[src/rtl/pixel_pkg.sv]
// Shared constants and FSM encoding for the pixel fetch path.
// Packed RGB: 4 pixels of 3 bytes fill 3 words of 4 bytes.
package pixel_pkg;

  typedef enum logic [2:0] {
    S_IDLE,
    S_INIT,
    S_ISSUE,
    S_WAIT_P,
    S_DRAIN,
    S_DONE
  } state_t;

  localparam int BYTES_PER_PIX   = 3;
  localparam int BYTES_PER_WORD  = 4;
  localparam int WORDS_PER_GROUP = 3;
  localparam int PIX_PER_GROUP   = 4;

  // Slot index of the last read in a group, and of the hold slot after it.
  localparam logic [1:0] LAST_RD_SLOT = 2'(WORDS_PER_GROUP - 1);
  localparam logic [1:0] HOLD_SLOT    = 2'(WORDS_PER_GROUP);

endpackage

[src/rtl/pixel_lat_pipe.sv]
// Fixed-depth 1-bit delay line with synchronous clear; mirrors BRAM read latency.
module lat_pipe #(
  parameter int DEPTH = 2
) (
  input  logic clk,
  input  logic rst,
  input  logic d,
  output logic q
);

  logic [DEPTH-1:0] vld_pipe;

  always_ff @(posedge clk) begin
    if (rst) begin
      vld_pipe <= '0;
    end else begin
      vld_pipe[0] <= d;
      for (int i = 1; i < DEPTH; i++) vld_pipe[i] <= vld_pipe[i-1];
    end
  end

  assign q = vld_pipe[DEPTH-1];

endmodule

[src/rtl/pixel_fetch_ctrl.sv]
// Issues BRAM word reads for a packed-RGB job (RRRH per group) and tracks
// pixels emitted by pixel_concat until the job's pixel count is reached.
module pixel_fetch_ctrl
  import pixel_pkg::*;
#(
  parameter int ADDR_WIDTH = 12,
  parameter int CNT_WIDTH  = 20,
  parameter int RD_LAT     = 2
) (
  input  logic                  clk,
  input  logic                  rst,
  input  logic                  start,
  input  logic [ADDR_WIDTH-1:0] base_addr,
  input  logic [CNT_WIDTH-1:0]  npix,
  input  logic                  pause,
  output logic                  bram_en,
  output logic [ADDR_WIDTH-1:0] bram_addr,
  output logic                  cat_rst,
  output logic                  cat_ival,
  input  logic                  cat_oval,
  output logic                  busy,
  output logic                  done
);

  localparam int WW = CNT_WIDTH + 2;

  state_t               state;
  logic [1:0]           slot;
  logic [WW-1:0]        words;
  logic [WW-1:0]        wcnt;
  logic [WW-1:0]        words_calc;
  logic [CNT_WIDTH-1:0] npix_r;
  logic [CNT_WIDTH-1:0] pcnt;
  logic [CNT_WIDTH-1:0] pcnt_nxt;
  logic                 cnt_en;
  logic                 last_word;

  // ceil(npix*3/4) with headroom so the multiply cannot overflow
  assign words_calc = ({2'b00, npix} * WW'(BYTES_PER_PIX) + WW'(BYTES_PER_WORD - 1))
                      >> $clog2(BYTES_PER_WORD);

  assign last_word = (wcnt == words);
  // Tail bytes of a partial last word may produce extra oval; cap at npix.
  assign cnt_en    = cat_oval && busy && (pcnt != npix_r);
  assign pcnt_nxt  = pcnt + CNT_WIDTH'(cnt_en);

  always_ff @(posedge clk) begin
    if (rst) begin
      state     <= S_IDLE;
      slot      <= '0;
      words     <= '0;
      wcnt      <= '0;
      npix_r    <= '0;
      pcnt      <= '0;
      bram_en   <= 1'b0;
      bram_addr <= '0;
      cat_rst   <= 1'b0;
      busy      <= 1'b0;
      done      <= 1'b0;
    end else begin
      done    <= 1'b0;
      cat_rst <= 1'b0;
      pcnt    <= pcnt_nxt;
      case (state)
        S_IDLE: if (start) begin
          state     <= S_INIT;
          cat_rst   <= 1'b1;
          busy      <= 1'b1;
          bram_addr <= base_addr;
          words     <= words_calc;
          npix_r    <= npix;
          pcnt      <= '0;
          wcnt      <= '0;
        end
        S_INIT: if (npix_r == '0) begin
          state <= S_DONE;
          done  <= 1'b1;
          busy  <= 1'b0;
        end else begin
          state   <= S_ISSUE;
          bram_en <= 1'b1;
          slot    <= '0;
          wcnt    <= WW'(1);
        end
        S_ISSUE: begin
          if (slot == HOLD_SLOT) begin
            // Group boundary: the only place pause is honoured.
            if (last_word) begin
              state <= S_DRAIN;
            end else if (pause) begin
              state <= S_WAIT_P;
            end else begin
              slot      <= '0;
              bram_en   <= 1'b1;
              bram_addr <= bram_addr + 1'b1;
              wcnt      <= wcnt + 1'b1;
            end
          end else if (slot == LAST_RD_SLOT) begin
            // Hold address so dout stays on word 3k+2 for pixel 4k+3.
            bram_en <= 1'b0;
            slot    <= HOLD_SLOT;
          end else if (last_word) begin
            bram_en <= 1'b0;
            state   <= S_DRAIN;
          end else begin
            slot      <= slot + 2'd1;
            bram_addr <= bram_addr + 1'b1;
            wcnt      <= wcnt + 1'b1;
          end
        end
        S_WAIT_P: if (!pause) begin
          state     <= S_ISSUE;
          slot      <= '0;
          bram_en   <= 1'b1;
          bram_addr <= bram_addr + 1'b1;
          wcnt      <= wcnt + 1'b1;
        end
        S_DRAIN: if (pcnt_nxt == npix_r) begin
          state <= S_DONE;
          done  <= 1'b1;
          busy  <= 1'b0;
        end
        S_DONE:  state <= S_IDLE;
        default: state <= S_IDLE;
      endcase
    end
  end

  lat_pipe #(.DEPTH(RD_LAT)) u_lat_pipe (
    .clk (clk),
    .rst (rst),
    .d   (bram_en),
    .q   (cat_ival)
  );

endmodule
[config.mk]
export PLATFORM = sky130hd
export DESIGN_NAME = pixel_fetch_ctrl
export DESIGN_NICKNAME = d
export VERILOG_FILES = /design/src/rtl/pixel_pkg.sv /design/src/rtl/pixel_lat_pipe.sv /design/src/rtl/pixel_fetch_ctrl.sv
export SDC_FILE = /design/constraint.sdc
export NUM_CORES = 1
export LEC_CHECK = 0
export ABC_AREA = 1
export BUFFER_PORTS_ARGS = -buffer_cell sky130_fd_sc_hd__buf_2
export CORE_UTILIZATION = 52
export CTS_CLUSTER_DIAMETER = 200
export DETAILED_ROUTE_END_ITERATION = 10
export PLACE_DENSITY = 0.7
export SETUP_SLACK_MARGIN = 0.1
export SLEW_MARGIN = 20
export SYNTH_ARGS = -nofsm -noshare
export SYNTH_HDL_FRONTEND = slang
export SYNTH_SLANG_ARGS = --single-unit
[constraint.sdc]
create_clock -name clk -period 6.23 [get_ports clk]
set_input_delay 1.246 -clock clk [delete_from_list [all_inputs] [get_ports clk]]
set_output_delay 1.246 -clock clk [all_outputs]
set_load 0.01 [all_outputs]
==> key figures <==
Clocking
  – Post-CTS Hold Fix Bufs: 0
  – H-tree Lvls: 3
  – PostCTS Resize Cnt: 0
  – Clock latency on the worst-skew pair: 0.36 ns
  – CTS Buffer Depth: 2
  – CTS buffer count: 9
  – Clock-pin slew on the worst setup and hold paths: 0.08 ns
  – Root buffer cell: clkbuf_16
  – TritonCTS Sinks: 105
  – CTS tree: yes
  – Setup bufs post-CTS: 0

Synth
  – Post-synth EDFFs: 0
  – Seq cells post-synth: ~110
  – Netlist cell types: 55
  – Synth Instances: 1185
  – Post-Syn Area: 7710 sq um
  – Count leader, synth: nand2_1
  – Largest area contributor in the netlist: dfxtp_1
  – Synth Net Count: between 1000 and 1500
  – Synth top area share: a little over a quarter
  – Synth Warn #: 0
  – Mean Syn Cell Area: 6.506 sq um
  – Register area share after synthesis: roughly 27%
  – Synth Flop Type: dfxtp_1
  – Top cells by area, synth: dfxtp_1, nand2_1, ha_1
  – Ys async rst share: 0%
  – Synth cell count leaders: nand2_1, inv_1, nor2_1, dfxtp_1, o21ai_0

Worst setup path
  – Worst Setup Start Kind: input port
  – CP Capture Type: flip-flop
  – CP Max Fanout: between 40 and 50
  – FF-to-FF setup slack: 2.84 ns
  – Worst Path Required: 6.49 ns
  – Worst EP arrival: 4.02 ns
  – RR Startpoint: pcnt[4]
  – Worst Reg2Reg Path Length in Cells: 23
  – Worst r2r dst: state[1]
  – Worst setup path start: rst
  – CP Class: input port to flip-flop

Timing
  – Clk_skew: a little over 0.006 ns
  – Endpoints failing setup: 0
  – RSZ-0062 raised after global routing: false
  – Final slew viol count: 0
  – Rel. slew slack: 36.26%
  – Setup TNS: 0 ns
  – Final Cycle Share: about three fifths
  – Worst Tran Pin Value: 0.9559 ns
  – Fin crit period: approximately 3.8 ns
  – Hold Violations, Final: 0
  – F_max: 265.8 MHz

Die
  – Top-level I/O count: 54
  – Initial Utilization: 53.25%
  – Chip height: 123.8 um
  – Core Area: 14480 sq um
  – Die W: 123.8 um
  – Row count: 44
  – Die area: 15320 sq um

Drt
  – WL per Instance: 15.15 um
  – ANT nets after route: 0
  – DRC violations left: 0
  – Vias after detailed routing: 7900
  – Drt via density: 5.615
  – Initial DRC count: 549
  – Post-Route WL: approximately 21000 um
  – 1st-pass router iterations: 6

GRT
  – Vias in the first global route: 6927
  – Tot GR Track Use: between 20% and 30%
  – First-pass GRT wire length: 34140 um
  – Largest net degree at the start of global routing: 44
  – Total gr overflow: 0
  – Initial antenna violation count: 0

Hold path
  – HP Class: flip-flop to flip-flop
  – Hold wc startpoint: u_lat_pipe.vld_pipe[0]
  – Hold endpoint: u_lat_pipe.vld_pipe[1]
  – Hold path depth: 2

Pwr
  – Pwr per Cell Area: 331.8 nW/um^2
  – Leakage power: 3.610 nW
  – Worst IR Drop VDD: 198.2 uV

Place
  – Routability cong.: 0.9372
  – Hpwl dp: 16140 um
  – Port Buffers: 53
  – Placed inst area: 8055 sq um

Layout
  – Post-route design area: about 8400 sq um
  – Share of cells above drive strength 1: under 10%
  – Total Nets Final: 1298
  – Area grow syn2layout: 8.504%
  – Diodes inserted: 0

Flow run
  – Max Cap Viol: 0

Run status
  – Status: complete, no violations
## layer usage
| metal | vias up | wire length [um] | share of wire (%) | GRT usage (%) |
|---|---|---|---|---|
| met4 | 0 | 518 | 2.4 | 9.111 |
| met5 | - | 0 | 0 | 0 |
| met2 | 284 | 9225 | 43 | 43.54 |
| met1 | 3546 | 10330 | 48 | 41.20 |
| li1 | 4030 | - | - | - |
| met3 | 40 | 1236 | 5.8 | 4.396 |
## cells in the final DEF, fill, tap and decap left out, types with 3 or more instances in the layout
master	n
nand2_1	308
inv_1	121
nor2_1	108
dfxtp_1	105
o21ai_0	84
a21oi_1	77
nand3_1	70
buf_2	53
ha_1	43
nand4_1	33
xor2_1	32
nor3_1	20
xnor2_1	17
o22ai_1	15
o211ai_1	10
inv_2	9
clkbuf_16	9
nor4_1	8
nand2_2	8
clkinv_1	7
o21bai_1	7
nor2_2	6
nor2_4	6
a31oi_1	6
o21ai_1	5
a22o_1	5
nand3_2	4
nand3b_1	3
o32ai_1	3
a22oi_1	3
o31ai_1	3
inv_6	3
## flip-flops by register name, indices dropped and copies added (netlist names)
register / flops
bram_addr: 12
bram_en: 1
busy: 1
cat_rst: 1
done: 1
npix_r: 20
pcnt: 20
slot: 2
state: 3
u_lat_pipe.vld_pipe: 2
wcnt: 22
words: 20
## where the power goes
part / internal (mW) / total, mW / switching (mW) / leakage [nW]
clock network: 0.321 / 0.618 / 0.296 / 0.153
logic: 0.412 / 1.24 / 0.833 / 2.60
registers: 0.793 / 0.913 / 0.121 / 0.856
## stage by stage
stage          hold WS (ns)  power (mW)  utilization, %  setup WS, ns  std cells
5_1_grt              0.4466       2.975           57.78         2.278       1407
2_1_floorplan        0.3883       1.853               -         3.172       1185
3_3_place_gp         0.3963       2.147           55.63         2.168       1391
4_1_cts              0.4069       2.767           57.78         2.502       1407
6_report             0.4033       2.776           57.78         2.468       1407
3_5_place_dp         0.3961       2.155           55.63         2.121       1391
## kinds of logic after synthesis
family / count (synthesis) / synth area share, %
flops: 105 / 27.26
buf+inv: 171 / 8.893
compound gates: 233 / 17.30
xor+xnor: 49 / 5.566
simple gates: 584 / 34.00
fa+ha+maj: 43 / 6.978
## critical path: stages
cell	delay, ns
buf_2	0.53
clkinv_1	0.68
nand2_1	0.22
buf_4	0.42
clkinv_1	0.53
a32o_1	0.37
## cell type report
cell class | instances | area, sq um
fill | 1439 | 6113
multi-input combinational | 909 | 4922
sequential | 105 | 2102
inverter | 138 | 520.5
timing repair buffer | 55 | 280.3
tap | 184 | 230.2
clock buffer | 9 | 225.2
clock inverter | 7 | 85.08
## how the worst max path moves through the flow
stage                 to  slack [ns]  depth (start not counted)
6_report       words[17]        2.47                          6
3_5_place_dp   words[17]        2.12                          6
2_1_floorplan   state[1]        3.17                         17
4_1_cts        words[17]        2.50                          6
5_1_grt        words[17]        2.28                          6
3_3_place_gp   words[17]        2.17                          6
No activity file was read; power rests on OpenSTA's default activity.
